===== config.mk =====
export PLATFORM = sky130hd
export DESIGN_NAME = calc_entry_ctrl
export DESIGN_NICKNAME = d
export VERILOG_FILES = /design/src/rtl/calc_entry_ctrl.sv
export SDC_FILE = /design/constraint.sdc
export NUM_CORES = 1
export LEC_CHECK = 0
export CAP_MARGIN = 20
export CORE_ASPECT_RATIO = 1.75
export CORE_MARGIN = 2
export CORE_UTILIZATION = 51
export CTS_BUF_LIST = sky130_fd_sc_hd__clkbuf_2 sky130_fd_sc_hd__clkbuf_4 sky130_fd_sc_hd__clkbuf_8
export DETAILED_ROUTE_END_ITERATION = 6
export PLACE_DENSITY = 0.87
export SYNTH_ARGS = -nofsm -noshare
export SYNTH_HDL_FRONTEND = slang
export SYNTH_SLANG_ARGS = --single-unit

===== constraint.sdc =====
create_clock -name clk -period 3.5 [get_ports clk]
set_input_delay 0.7 -clock clk [delete_from_list [all_inputs] [get_ports clk]]
set_output_delay 0.7 -clock clk [all_outputs]
set_load 0.02 [all_outputs]

===== src/rtl/calc_entry_ctrl.sv =====
// Calculator entry sequencer: captures A, B and the op on successive Enter presses,
// drives the math unit, waits a settle window and registers its answer.
module calc_entry_ctrl #(
    parameter int unsigned SETTLE_CYCLES = 4
) (
    input  logic       clk,
    input  logic       rst,
    input  logic       power_on,
    input  logic       key_enter,
    input  logic       key_clear,
    input  logic [6:0] din,
    input  logic [1:0] op_sel,
    input  logic [6:0] ans_in,
    output logic       on_off,
    output logic [6:0] op_a,
    output logic [6:0] op_b,
    output logic [3:0] op_onehot,
    output logic [6:0] result,
    output logic       result_valid,
    output logic       div_err,
    output logic [2:0] state_led
);

    // state      | meaning
    // S_OFF      | math unit unpowered, waiting for power_on
    // S_ENTER_A  | waiting for Enter to capture operand A
    // S_ENTER_B  | waiting for Enter to capture operand B
    // S_ENTER_OP | waiting for Enter to capture the operation
    // S_EXEC     | op-select driven, settle counter running
    // S_SHOW     | answer registered and displayed
    typedef enum logic [2:0] {
        S_OFF      = 3'd0,
        S_ENTER_A  = 3'd1,
        S_ENTER_B  = 3'd2,
        S_ENTER_OP = 3'd3,
        S_EXEC     = 3'd4,
        S_SHOW     = 3'd5
    } state_t;

    localparam logic [3:0] CNT_LOAD = 4'(SETTLE_CYCLES - 1);

    state_t     state_q, state_d;
    logic       enter_q, clear_q;
    logic [6:0] op_a_q, op_a_d;
    logic [6:0] op_b_q, op_b_d;
    logic [1:0] op_q, op_d;
    logic [3:0] cnt_q, cnt_d;
    logic [6:0] result_q, result_d;
    logic       valid_q, valid_d;
    logic       div_err_q, div_err_d;
    logic       enter_ev, clear_ev;

    assign enter_ev = key_enter & ~enter_q;
    assign clear_ev = key_clear & ~clear_q;

    always_ff @(posedge clk) begin
        if (rst) begin
            state_q   <= S_OFF;
            enter_q   <= 1'b0;
            clear_q   <= 1'b0;
            op_a_q    <= '0;
            op_b_q    <= '0;
            op_q      <= '0;
            cnt_q     <= '0;
            result_q  <= '0;
            valid_q   <= 1'b0;
            div_err_q <= 1'b0;
        end else begin
            state_q   <= state_d;
            enter_q   <= key_enter;
            clear_q   <= key_clear;
            op_a_q    <= op_a_d;
            op_b_q    <= op_b_d;
            op_q      <= op_d;
            cnt_q     <= cnt_d;
            result_q  <= result_d;
            valid_q   <= valid_d;
            div_err_q <= div_err_d;
        end
    end

    always_comb begin
        state_d   = state_q;
        op_a_d    = op_a_q;
        op_b_d    = op_b_q;
        op_d      = op_q;
        cnt_d     = cnt_q;
        result_d  = result_q;
        valid_d   = valid_q;
        div_err_d = div_err_q;

        if (!power_on) begin
            state_d   = S_OFF;
            op_a_d    = '0;
            op_b_d    = '0;
            result_d  = '0;
            valid_d   = 1'b0;
            div_err_d = 1'b0;
        end else if (state_q == S_OFF) begin
            state_d = S_ENTER_A;
        end else if (clear_ev) begin
            // result is deliberately kept so the display survives a clear
            state_d   = S_ENTER_A;
            op_a_d    = '0;
            op_b_d    = '0;
            valid_d   = 1'b0;
            div_err_d = 1'b0;
        end else begin
            case (state_q)
                S_ENTER_A: if (enter_ev) begin
                    op_a_d  = din;
                    state_d = S_ENTER_B;
                end
                S_ENTER_B: if (enter_ev) begin
                    op_b_d  = din;
                    state_d = S_ENTER_OP;
                end
                S_ENTER_OP: if (enter_ev) begin
                    op_d      = op_sel;
                    cnt_d     = CNT_LOAD;
                    div_err_d = (op_sel == 2'd3) && (op_b_q == 7'd0);
                    state_d   = S_EXEC;
                end
                S_EXEC: begin
                    if (cnt_q == 4'd0) begin
                        result_d = div_err_q ? 7'd0 : ans_in;
                        valid_d  = 1'b1;
                        state_d  = S_SHOW;
                    end else begin
                        cnt_d = cnt_q - 4'd1;
                    end
                end
                S_SHOW: if (enter_ev) begin
                    valid_d = 1'b0;
                    state_d = S_ENTER_A;
                end
                default: state_d = S_OFF;
            endcase
        end
    end

    assign on_off       = (state_q != S_OFF);
    assign op_a         = op_a_q;
    assign op_b         = op_b_q;
    assign op_onehot    = (state_q == S_EXEC || state_q == S_SHOW) ? (4'b0001 << op_q) : 4'b0000;
    assign result       = result_q;
    assign result_valid = valid_q;
    assign div_err      = div_err_q;
    assign state_led    = state_q;

endmodule


== Yosys cells after proc, flatten, opt, wreduce, memory -nomap -nowiden ==
Index checks and enable logic that the tools add are counted.
Operators by class
  add/sub/neg operators: 1
  equal/unequal tests: 19
  shift-type cells: 1
  muxes and demuxes: 25
  bitwise gates (word level): 7
  reductions and logical operators: 23
Operators with widths (number)
  7-bit 2-to-1 mux: 6
  4-bit inequality test (second input constant): 5
  3-bit 2-to-1 mux: 5
  3-bit one-hot mux with 5 select lines: 1
  5-bit AND reduction: 3
  4-bit 2-to-1 mux: 3
  2-bit inequality test (second input constant): 6
  2-bit nonzero test: 5
  3-bit AND reduction: 3
  1-bit 2-to-1 mux: 8
  4-bit one-hot mux with 2 select lines: 1
  4-bit AND reduction: 2
  7-bit zero test: 1
  3-bit by 2-bit == test with 1-bit output (second input constant): 2
  3-bit == test (second input constant): 2
  3-bit inequality test (second input constant): 2
  6-bit AND reduction: 1
  3-bit nonzero test: 2
  1-bit NOT: 5
  4-bit zero test: 1
  4-bit OR reduction: 1
  1-bit by 2-bit left shift with 4-bit output (first input constant): 1
  4-bit by 1-bit subtractor with 4-bit output (second input constant): 1
  3-bit by 1-bit == test with 1-bit output (second input constant): 1
  7 further kinds: 8
Storage, ports and cells
  flip-flop bits (word level): 34
  output and inout port bits: 31
  logic and storage cells: 87

== Depth between registers and ports, before layout ==
  word-level depth: 6
  depth in mapped cells: 7
  gate-level depth less buffers: 6

== Worst setup path before layout ==
Ideal clock, no wire load.
  kind: reg-to-output
  from: register state_q[2], in the netlist state_led[2]
  to: output port op_onehot[0]
  arrival: 1406 ps
  data required time: 2800 ps
  setup slack: 1394 ps
  stages on the path, launching flop included: 3
  path buffers: 0
  cells stage by stage: dfxtp_1 -> nor2b_1 -> nor3b_1
On the way
  cells in the longest elaborated chain, start to end: 3
RTL lines
  from (decl): line 42  | state_t state_q, state_d;
  from (signal assigned): line 69  | state_q <= state_d;
  3-bit == test: line 145  | assign op_onehot = (state_q == S_EXEC || state_q == S_SHOW) ? (4'b0001 << op_q) : 4'b0000;
  1-bit logical OR (*): line 145
  4-bit 2-to-1 mux (*): line 145
  to (decl): line 17  | output logic [3:0] op_onehot,
Every way passes the cells marked *; elsewhere a longest branch is shown, timed or not.

== Final worst setup path ==
  from: register state_q[1], in the netlist state_led[1]
  to: output port on_off
On the way
  cells in the longest elaborated chain, start to end: 1
RTL lines
  3-bit nonzero test: line 142  | assign on_off = (state_q != S_OFF);
  to (decl): line 14  | output logic on_off,
No other way between the ends.

==> summary.md <==
| Metric | Value |
|---|---|
| Hold_buf cts | 0 |
| Pwr Total | 0.785 mW |
| GR Util All Layers | 0.252 |
| Status | finished clean |
| Final Hold Vio Count | 0 |
| Dpl hpwl | 3.13 mm |
| Clock Path Buffers | 2 |
| PwrDens | around 350 nW/um^2 |
| Initial antenna violation count | 0 |
| Num rows | 26 |
| Final Slew Violations | 0 |
| Number of port buffers | 51 |
| P_leak | 0.873 nW |
| Number of global-route vias before repair | between 1500 and 2000 |
| Util after Layout | 0.751 |
| Area growth, synth to finish | 39.5% |
| Routability cong. | 0.827 |
| Die Wd | 46.2 um |
| Post_cts resized | 0 |
| Slowest cell on crit path | dfxtp_1 |
| Worst hold path type | flip-flop to flip-flop |
| # DRC | 0 |
| Netlist Area Pre-Place | around 1600 um^2 |
| WP data arrival | 1.98 ns |
| Synth warn | 0 |
| Pre-antenna DRT Iters | 4 |
| RSZ-0062 raised after global routing | false |
| Die area | 3600 um^2 |
| # nets final | 245 |
| Final Cycle Share | 0.767 |
| CP Cell Sequence | or3_1 -> clkdlybuf4s50_1 |
| Diodes inserted | 0 |
| Critical Path RT | around 2.8 ns |
| CP bufs+invs | 1 |
| Max VDD drop | 0.000284 V |
| Slowest stage delay, CP | ~0.66 ns |
| Register bit total from synthesis | 34 |
| Via-per-instance ratio | 5.54 |
| Via count | 1469 |
| CTS tree | done |
| Hold_ws | around 0.46 ns |
| Initial Utilization | 0.538 |
| CTS Root Cell | clkbuf_8 |
| Reg2Reg Depth | 4 |
| CP max FO | 12 |
| Total Wirelength | 4.07 mm |
| CTS Buf Count | 5 |
| Crit path launch type | flip-flop |
| Final setup margin | 0.817 ns |
| Max_cap viols | 0 |
| Syn Area/Cell | 9.37 um^2 |
| Pin slew with the least headroom to its limit | between 0.5 and 0.6 ns |
| Io pins | 52 |
| Rel. slew slack | 0.636 |
| Worst slack, placed | approximately 1.1 ns |
| Kind of critical path | flip-flop to output pin |
| Setup violators final | 0 |
| Syn nets | 193 |
| CP top delay family | flip-flops |
| Hold Path Cell Cnt | 2 |
| Worst path depth | 2 |
| Grt total ovfl | 0 |
| Post-DRT Antenna Nets | 0 |
| Final Skew | ~0.0055 ns |
| Sequential-to-total area share from yosys stat | 0.427 |
| Setup TNS | 0 ns |
| Share of post-route cells with drive strength above 1 | 0.0897 |
| First-pass GRT wire length | 6.67 mm |
| Crit. End Element | output pin |
| Largest net degree at the start of global routing | 23 |
| Synthesized netlist cell count | between 150 and 200 |
| H-tree depth | 2 |
| Drt wl/cell | approximately 15 um |
| First-iteration detailed-routing DRC count | 18 |
| DIE HEIGHT | 77.9 um |
| Worst-path clk slew | 0.07 ns |
| Insertion delay to the later sink of the worst-skew pair | 0.29 ns |
| Post-CTS setup buffer count | 0 |
| CTS Sinks | 34 |
| Synth unique cells | 41 |
| Core area | 2960 um^2 |
| FMAX | 373 MHz |
| Final worst path period need | 2.68 ns |
metrics by stage:
step	instance area [um^2]	std cells
4_1_cts	2220	265
6_report	2220	265
3_3_place_gp	2130	257
2_1_floorplan	1590	170
3_5_place_dp	2130	257
5_1_grt	2220	265
cell families after synthesis:
family                     count (synthesis)  synth area share
muxes                                     17             0.107
and+or+nand+nor                           84             0.303
xor gates and xnor gates                   1           0.00550
adders and majority gates                  2            0.0157
AOI/OAI and AO/OA                         23             0.114
buffers and inverters                      9            0.0275
DFF                                       34             0.427
cell type report:
class                      instances  area (um^2)
clock buffer                       7         90.1
clock inverter                     1         5.00
fill                             216          738
inverter                           2         7.51
multi-input combinational        127          868
sequential                        34          681
tap                               42         52.6
timing repair buffer              52          518
cell usage after synthesis:
cell type,number,area (um^2)
ha_1,2,25.0
nor3b_1,3,22.5
dfxtp_1,34,681
mux2i_1,17,170
o21ai_0,1,5.00
nor3_1,2,10.0
inv_1,2,7.51
buf_6,1,11.3
o211ai_1,1,7.51
a21oi_1,9,45.0
nand3_2,1,10.0
nor3b_4,1,18.8
or2_1,1,6.26
and2_1,7,43.8
nand3b_1,7,52.6
a221oi_1,1,8.76
a21boi_0,2,15.0
or4b_1,1,10.0
buf_2,2,10.0
or3_1,2,12.5
nand2b_1,1,6.26
a221o_2,1,11.3
nor4_1,2,12.5
and4bb_4,1,16.3
nand4_1,3,18.8
nor4b_1,3,26.3
or3b_2,1,8.76
o21bai_1,1,7.51
a211oi_1,2,15.0
a22oi_4,1,21.3
nand2b_2,1,8.76
a41oi_2,1,16.3
clkbuf_1,4,15.0
nand2_1,15,56.3
o221a_2,1,11.3
nor2_1,22,82.6
nand3_1,2,10.0
and3_1,2,12.5
o21ai_2,2,17.5
xor2_1,1,8.76
nor2b_1,6,37.5
report_power, final:
part	internal, mW	leakage (nW)	switching, mW
registers	0.391	0.275	0.00441
logic	0.0435	0.547	0.0396
clock network	0.166	0.0517	0.140
final timing paths:
path / startpoint / endpoint / slack (ns)
setup / recovery: state_led[1] / on_off / 0.82
setup reg to reg: state_led[1] / cnt_q[2] / 1.61
hold reg to reg: result[3] / result[3] / 0.46
hold / removal: result[3] / result[3] / 0.46
metal layers:
metal	track usage	part of all wire	wire length (um)
met5	0	0	0
met4	0.100	0.024	98
met3	0.0628	0.044	179
met2	0.461	0.58	2340
met1	0.247	0.36	1450
state kept, by name (all words and copies together) (netlist names):
| name | count |
|---|---|
| op_b | 7 |
| result_valid | 1 |
| enter_q | 1 |
| op_a | 7 |
| result | 7 |
| cnt_q | 4 |
| op_q | 2 |
| state_led | 3 |
| clear_q | 1 |
| div_err | 1 |
cell usage in the layout, fill, tap and decap left out, types with 2 or more instances in the layout:
master and n:
clkdlybuf4s50_1 51, dfxtp_1 34, nor2_1 22, mux2i_1 17, nand2_1 15, a21oi_1 9
and2_1 7, nand3b_1 7, nor2b_1 6, clkbuf_8 6, nor3b_1 3, nor4b_1 3
nand4_1 3, inv_1 2, or3_1 2, and3_1 2, o21ai_2 2, nor3_1 2
a21boi_0 2, nand3_1 2, nor4_1 2, a211oi_1 2, ha_1 2
worst min-delay path, cell delays in order, from the launching register on:
cell	delay (ns)
dfxtp_1	0.31
nand2_1	0.05
a21oi_1	0.05
Note: power is estimated with default switching activity, not from simulation.
